File: config.mk
export PLATFORM = sky130hd
export DESIGN_NAME = instr_sequencer
export DESIGN_NICKNAME = d
export VERILOG_FILES = /design/src/rtl/instr_sequencer.sv
export SDC_FILE = /design/constraint.sdc
export NUM_CORES = 1
export LEC_CHECK = 0
export CORE_ASPECT_RATIO = 0.7
export CORE_UTILIZATION = 45
export CTS_BUF_LIST = sky130_fd_sc_hd__clkbuf_2
export CTS_CLUSTER_DIAMETER = 120
export DETAILED_ROUTE_END_ITERATION = 6
export GPL_TIMING_DRIVEN = 0
export PLACE_DENSITY = 0.91
export SLEW_MARGIN = 15
export SYNTH_ARGS = -nofsm -noshare
export SYNTH_HDL_FRONTEND = slang
export SYNTH_SLANG_ARGS = --single-unit
File: constraint.sdc
create_clock -name clk -period 2.2 [get_ports clk]
set_clock_uncertainty 0.1 [all_clocks]
set_input_delay 0.33 -clock clk [delete_from_list [all_inputs] [get_ports clk]]
set_output_delay 0.33 -clock clk [all_outputs]
set_load 0.01 [all_outputs]
File: src/rtl/instr_sequencer.sv
// ---------------------------------------------------------------------------
// instr_sequencer
//   Loads instructions into an external synchronous-read memory one key press
//   at a time (rw=1). On a run press (rw=0) it reads the stored program back
//   in order and presents each instruction to an ALU with a valid/ready
//   handshake.
//
// Ports
//   clk, rst              clock and asynchronous active-high reset
//   key, rw, clr          push-button level, load/run mode, program clear
//   i_data                instruction captured on a load press
//   mem_addr/we/wdata     memory write/read request
//   mem_rdata             memory read data, one cycle after mem_addr
//   alu_valid, alu_ready  ALU handshake
//   instruction, A, B     decoded fields of the instruction being issued
//   count, full, empty    program length and its limits
//   busy, done            activity flag and end-of-run pulse
// ---------------------------------------------------------------------------
module instr_sequencer #(
    parameter int DEPTH = 8,
    parameter int AW    = 3,
    parameter int DW    = 15
) (
    input  logic          clk,
    input  logic          rst,
    input  logic          key,
    input  logic          rw,
    input  logic          clr,
    input  logic [DW-1:0] i_data,
    output logic [AW-1:0] mem_addr,
    output logic          mem_we,
    output logic [DW-1:0] mem_wdata,
    input  logic [DW-1:0] mem_rdata,
    output logic          alu_valid,
    input  logic          alu_ready,
    output logic [2:0]    instruction,
    output logic [5:0]    A,
    output logic [5:0]    B,
    output logic [AW:0]   count,
    output logic          full,
    output logic          empty,
    output logic          busy,
    output logic          done
);

    typedef enum logic [2:0] {
        S_IDLE,
        S_WRITE,
        S_FETCH,
        S_WAIT,
        S_ISSUE,
        S_DONE
    } state_t;

    localparam logic [AW:0] CNT_FULL = (AW+1)'(DEPTH);
    localparam logic [AW:0] CNT_ONE  = (AW+1)'(1);

    state_t        state_q, state_d;
    logic          key_q;
    logic [AW-1:0] wr_ptr_q;
    logic [AW-1:0] rd_ptr_q;
    logic [AW:0]   count_q;
    logic [DW-1:0] data_q;
    logic [2:0]    instr_q;
    logic [5:0]    a_q;
    logic [5:0]    b_q;

    logic key_pulse;
    logic start_load;
    logic start_run;
    logic last_item;
    logic handshake;

    assign key_pulse  = key & ~key_q;
    // Clear has priority over any press seen in the same IDLE cycle.
    assign start_load = (state_q == S_IDLE) && !clr && key_pulse && rw && !full;
    assign start_run  = (state_q == S_IDLE) && !clr && key_pulse && !rw && !empty;
    // count is never zero while a run is in progress, so count-1 is safe.
    assign last_item  = ({1'b0, rd_ptr_q} == (count_q - CNT_ONE));
    assign handshake  = (state_q == S_ISSUE) && alu_ready;

    assign full        = (count_q == CNT_FULL);
    assign empty       = (count_q == '0);
    assign count       = count_q;
    assign instruction = instr_q;
    assign A           = a_q;
    assign B           = b_q;

    // State register
    always_ff @(posedge clk or posedge rst) begin
        if (rst) begin
            state_q <= S_IDLE;
        end else begin
            state_q <= state_d;
        end
    end

    // Next-state logic
    always_comb begin
        state_d = state_q;
        case (state_q)
            S_IDLE: begin
                if (start_load) begin
                    state_d = S_WRITE;
                end else if (start_run) begin
                    state_d = S_FETCH;
                end
            end
            S_WRITE: state_d = S_IDLE;
            S_FETCH: state_d = S_WAIT;
            S_WAIT:  state_d = S_ISSUE;
            S_ISSUE: begin
                if (alu_ready) begin
                    state_d = last_item ? S_DONE : S_FETCH;
                end
            end
            S_DONE:  state_d = S_IDLE;
            default: state_d = S_IDLE;
        endcase
    end

    // Output logic
    always_comb begin
        mem_we    = 1'b0;
        alu_valid = 1'b0;
        done      = 1'b0;
        busy      = (state_q != S_IDLE);
        mem_addr  = rd_ptr_q;
        mem_wdata = data_q;
        case (state_q)
            S_WRITE: begin
                mem_we   = 1'b1;
                mem_addr = wr_ptr_q;
            end
            S_ISSUE: alu_valid = 1'b1;
            S_DONE:  done      = 1'b1;
            default: ;
        endcase
    end

    // Datapath: pointers, count, captured data and the issued instruction
    always_ff @(posedge clk or posedge rst) begin
        if (rst) begin
            // key_q resets high so a key held through reset gives no pulse
            key_q    <= 1'b1;
            wr_ptr_q <= '0;
            rd_ptr_q <= '0;
            count_q  <= '0;
            data_q   <= '0;
            instr_q  <= '0;
            a_q      <= '0;
            b_q      <= '0;
        end else begin
            key_q <= key;
            if (state_q == S_IDLE && clr) begin
                wr_ptr_q <= '0;
                rd_ptr_q <= '0;
                count_q  <= '0;
            end
            if (start_load) begin
                data_q <= i_data;
            end
            if (start_run) begin
                rd_ptr_q <= '0;
            end
            if (state_q == S_WRITE) begin
                wr_ptr_q <= wr_ptr_q + 1'b1;
                count_q  <= count_q + CNT_ONE;
            end
            // Read data for rd_ptr is on mem_rdata during WAIT
            if (state_q == S_WAIT) begin
                instr_q <= mem_rdata[14:12];
                a_q     <= mem_rdata[11:6];
                b_q     <= mem_rdata[5:0];
            end
            if (handshake && !last_item) begin
                rd_ptr_q <= rd_ptr_q + 1'b1;
            end
        end
    end

endmodule

After elaboration in Yosys (flattened, before gate mapping)
Index checks and enable logic that the tools add are counted.
{ "word_totals": {"inputBits": 36, "register_bits": 44, "output_inout_bits": 43} }
{ "classes": {"n_eq_ne": 9, "bitwise_logic": 2, "muxes": 15, "reduce_logical": 20, "add_sub_neg": 4} }
{ "ops": {"columns": ["cell", "n"], "rows": [
  ["2-to-1 mux 3 bit", 9],
  ["case mux 3 bit (4 select lines)", 1],
  ["logical AND 1 bit", 9],
  ["2-to-1 mux 4 bit", 2],
  ["adder 3 x 1 -> 3 bit, second input constant", 2],
  ["== test 3 x 2 -> 1 bit, second input constant", 2],
  ["== test 3 bit, second input constant", 2],
  ["nonzero test 3 bit", 2],
  ["zero test 1 bit", 5],
  ["adder 4 x 1 -> 4 bit, second input constant", 1],
  ["== test 3 x 4 -> 1 bit", 1],
  ["== test 4 bit, second input constant", 1],
  ["zero test 4 bit", 1],
  ["subtractor 4 x 1 -> 4 bit, second input constant", 1],
  ["== test 3 x 1 -> 1 bit, second input constant", 1],
  ["zero test 3 bit", 1],
  ["2-to-1 mux 1 bit", 3],
  ["inequality test 3 bit, second input constant", 1],
  ["inequality test 2 bit, second input constant", 1],
  ["AND reduction 2 bit", 1],
  ["nonzero test 2 bit", 1],
  ["AND 1 bit", 1],
  ["NOT 1 bit", 1]
]} }

Logic depth before layout (Yosys ltp)
Gate-level depths: netlist of the first run.
{ "depth": {"ltp_word": 8, "mapped_depth": 9, "depth_no_buf": 7} }

Worst setup path after synthesis of the first run
No wires, ideal clock.
{ "synth_timing": {"path_type": "reg-to-reg", "startpoint": "reg count_q[0] (netlist: count[0])", "endpoint": "reg rd_ptr_q[2]", "required_ns": 1.966, "path_buffers": 1, "arrival_ns": 1.806, "path_stages_with_launch": 9, "setup_slack_ns": 0.160, "setup_ns": 0.134, "path_cell_list": "dfrtp_1 > clkbuf_1 > inv_1 > ha_1 > xnor2_1 > nor3_1 > o22a_1 > nand3b_1 > o311ai_1"} }
{ "synth_via": {"elab_chain_len": 5, "word_cells_on_any_way": 10, "cone_classes": "add/sub: 1; eq/ne: 1; mux: 2; reduce/logical: 6"} }
{ "synth_lines": {"columns": ["element", "line_no", "text"], "rows": [
  ["start, declared", "62", "logic [AW:0] count_q;"],
  ["start signal, assigned", "168", "count_q <= count_q + CNT_ONE;"],
  ["subtractor 4 x 1 -> 4 bit or zero test 4 bit (tied branches)", "79, 83", null],
  ["== test 3 x 4 -> 1 bit or zero test 1 bit (tied branches)", "79, 77", null],
  ["zero test 1 bit or logical AND 1 bit (tied branches)", "176, 77", null],
  ["logical AND 1 bit or 2-to-1 mux 3 bit (tied branches)", "176, 163", null],
  ["nonzero test 3 bit (no line) or 2-to-1 mux 3 bit (tied branches)", null, null],
  ["end signal, assigned", "177", "rd_ptr_q <= rd_ptr_q + 1'b1;"],
  ["end, declared", "61", "logic [AW-1:0] rd_ptr_q;"]
]} }
Several ways; a longest one is shown, not always the timed one.
A chain may end at the register's enable or synchronous reset.

Worst setup path after layout of the first run
{ "layout_timing": {"startpoint": "reg state_q[2]", "endpoint": "out mem_addr[2]"} }
{ "layout_via": {"elab_chain_len": 2} }
{ "layout_lines": {"columns": ["element", "line_no", "text"], "rows": [
  ["start, declared", "58", "state_t state_q, state_d;"],
  ["start signal, assigned", "94", "state_q <= state_d;"],
  ["== test 3 x 1 -> 1 bit", "130", "case (state_q)"],
  ["2-to-1 mux 3 bit", "130", null],
  ["end, declared", "30", "output logic [AW-1:0] mem_addr,"]
]} }
No other way between the ends.

==> results of run 1 <==
==> worst max-delay path by stage <==
stage / from / end / cells after the start
floorplan: count[0]$_DFFE_PP0P_ / rd_ptr_q[2]$_DFFE_PP0P_ / 8
finish: state_q[2]$_DFFE_PP0P_ / mem_addr[2] / 6
global placement: rst / mem_wdata[1]$_DFFE_PP0P_ / 2
detailed placement: state_q[0]$_DFFE_PP0P_ / mem_addr[1] / 8
global route: state_q[0]$_DFFE_PP0P_ / mem_addr[2] / 8
CTS: state_q[1]$_DFFE_PP0P_ / mem_addr[2] / 7
==> area by class of cell <==
class                           count  area share
Buffer                              6     0.01513
Clock buffer                        6    0.009558
Tap cell                           55     0.02190
Inverter                           11     0.01633
Multi-Input combinational cell    107      0.2824
Clock inverter                      2     0.01115
Timing Repair Buffer               95      0.2915
Sequential cell                    44      0.3521
==> timing repair <==
item / 4_1_cts / 5_1_grt
pin swaps: 1 / 2
hold buffers: 0 / 0
endpoints found under the setup margin: 10 / 5
resized for setup: 31 / 10
buffers inserted: 14 / 2
==> state kept, by name, summed over array words and instances (netlist names) <==
name         flops
instruction      3
A                6
rd_ptr_q         3
mem_wdata       15
B                6
wr_ptr_q         3
key_q            1
state_q          3
count            4
==> through the flow <==
stage	utilization	setup WS [ns]	hold slack, ns	instance area [µm²]	std cells
floorplan	-	0.1598	0.2345	2053	170
global placement	0.6667	-0.1371	0.3864	2903	303
detailed placement	0.6713	-0.04266	0.3920	2923	304
CTS	0.7181	-0.09873	0.08632	3127	325
global route	0.7216	-0.1063	0.08164	3142	326
finish	0.7216	0.01357	0.1022	3142	326
==> cells by family after synthesis <==
logic type      after synthesis
simple gates                 47
flops                        44
mux                          30
compound gates               20
buf+inv                      19
xor+xnor                      6
fa+ha+maj                     4
==> metal layers <==
layer / track usage / vias up / wire, µm
met1: 0.2807 / 810 / 2079
met4: 0.06650 / 0 / 29
met3: 0.09612 / 5 / 535
met5: 0 / - / 0
li1: - / 791 / -
met2: 0.3407 / 86 / 2106
==> power by group through the flow <==
stage                     clock network (mW)  logic [mW]  registers [mW]
after floorplan                            0       0.613            1.44
after global placement                     0        1.54            1.29
after detailed placement                   0        1.57            1.32
after CTS                              0.466        1.71            1.30
after global routing                   0.504        1.89            1.34
final                                  0.450        1.74            1.30
==> cells in the final DEF (no fill, tap or decap), types with 2 or more instances in the layout <==
master	netlist	routed
mux2_4	8	8
dlygate4sd2_1	0	4
buf_12	0	2
nand2_1	18	16
buf_2	3	4
nor3_1	5	4
nor2_1	3	3
a21oi_1	4	4
xor2_1	3	3
dfrtp_1	43	40
clkbuf_2	0	8
dfrtp_2	0	3
ha_1	4	3
clkdlybuf4s50_1	0	69
buf_4	1	13
xnor2_1	3	3
nand3_1	10	10
o21a_1	2	2
mux2_2	22	22
o21ai_0	6	6
buf_6	2	5
nand2_2	0	2
inv_1	10	8
==> key figures, run 1 <==
Synthesis
  – Synth Instances: between 150 and 200
  – Post-synth EDFFs: 0
  – Synth cell types: 39
  – Adder-cell area share of the yosys netlist: 0.02438
  – Mux share of post-synthesis cell area: 0.1792
  – Compound-Gate Fraction of Synth Area: 0.06338
  – Synth Register Bits: between 40 and 50
  – Post-synth ARST share: 1.000
  – Synth top cells by count: 43 x dfrtp_1, 22 x mux2_2, 18 x nand2_1
  – Most frequent cell after synthesis: dfrtp_1
  – Post-Syn Area: 2053 µm²
  – Largest family of logic cells by synthesized area: multiplexers
  – Synth Area per Inst: between 10 and 15 µm²
  – Synth top area share: 0.5241
  – Synth area leaders: dfrtp_1 52%, mux2_2 12%, mux2_4 5.9%
  – XOR/XNOR Fraction of Synth Area: 0.02559
  – Seq/Total Area, Yosys: 0.5369
  – Syn. warnings: 0
  – Simple-gate share of the synthesized area: 0.1249
  – Synth area leader: dfrtp_1
  – Post-synth top flop: dfrtp_1
  – Syn nets: 210

Power
  – Final Power: ~3.5 mW
  – Logic pwr share: 0.498
  – Sw Share: 0.3094
  – Sequential power share: 0.372
  – Pint: 2.406 mW
  – PD cells: about 1100 nW/µm²
  – Clock power frac: 0.129
  – P_sw: 1.078 mW
  – Peak VDD IR: 0.6538 mV
  – Leak pwr: between 1 and 1.5 nW

Setup path
  – Worst reg-to-reg setup slack: 0.10 ns
  – Slowest cell on the critical path: dfrtp_2
  – CP endpoint kind: primary output
  – Worst endpoint required time: about 1.8 ns
  – WS Path Type: reg2out
  – R2R Path End: mem_wdata[4]$_DFFE_PP0P_
  – Worst EP arrival: 1.76 ns
  – Buffers & Inverters on Critical Path: 3
  – Critical path cell sequence: or3_4 -> inv_8 -> buf_6 -> nand2_2 -> nand2_1 -> buf_2
  – Reg2reg start: state_q[0]$_DFFE_PP0P_
  – R2r worst-path depth: 8
  – Crit-path max FO: 5
  – CP peak stage delay: about 0.50 ns
  – Top delay family on crit path: simple AND/OR/NAND/NOR gates
  – Startpoint Class: flip-flop

Finish
  – Total Nets Final: just over 300
  – Inserted Diodes: 0
  – Multi-input logic area: around 900 µm²
  – Layout cells sized above 1: 0.3026
  – Fillers: 330
  – Area occupied by registers: ~1100 µm²
  – Synth-to-Final Area Change: 53.02%

Timing
  – Period utilisation layout: 0.9938
  – Max frequency: 457.4 MHz
  – Number of setup violations in the final report: 0
  – Pins Over Slew Limit: 0
  – Fin. Hold Viols: 0
  – Worst-Margin Slew: 0.4172 ns
  – Crit path time final: around 2.2 ns
  – Total negative slack: 0 ns
  – Unrepaired setup endpoints after global routing: true
  – Max-slew headroom: 0.7194

Min path
  – Hold WC Path Type: in2async

Placement
  – Placed wire-length estimate: about 3400 µm
  – Port Buffer Count: between 70 and 80
  – Final RePlAce weighted congestion: slightly below 0.8

Routing
  – ANT nets after route: 0
  – Detailed Route WL: 4751 µm
  – WL per Instance: 14.57 µm
  – Via-to-Cell Ratio: roughly 5.2
  – DRT iter0 DRCs: between 80 and 90
  – Routed via count: 1,692
  – Iteration count of the initial detailed-routing pass: 4
  – Residual DRC count: 0

Flow run
  – Max Cap Viol: 0

Clock tree
  – Cts bufs inserted: 5
  – Clock buffer depth: 2
  – CTS tree: done
  – CTS Root Cell: clkbuf_2
  – Sink Count: 44
  – Later-pin clock latency in the skew report: roughly 0.40 ns
  – H-tree level count: 2
  – CTS clk-pin slew, worst paths: between 0.2 and 0.25 ns

Global routing
  – Largest net degree at the start of global routing: 27
  – Initial antenna violation count: 0
  – Vias in the first global route: between 1,500 and 2,000
  – Overflow after GRT: 0
  – Global-route wire length before repair: a little under 8000 µm
  – Total GRT Usage: 0.2205

Floorplanning
  – Row cnt: 20
  – Die width: about 83 µm
  – Die ar.: roughly 4800 µm²
  – Placeable Area: between 4000 and 5000 µm²
  – Die height: slightly below 60 µm
  – Starting density of the core: 0.4716
  – IO Count: just under 80

Outcome
  – Run status: complete, no violations
(Power assumes the default switching activity.)
==> run 2: changes to the inputs <==
- GPL_ROUTABILITY_DRIVEN: default -> 0
==> results of run 2 <==
Final layout, timing and power as in run 1 (identical DEF).
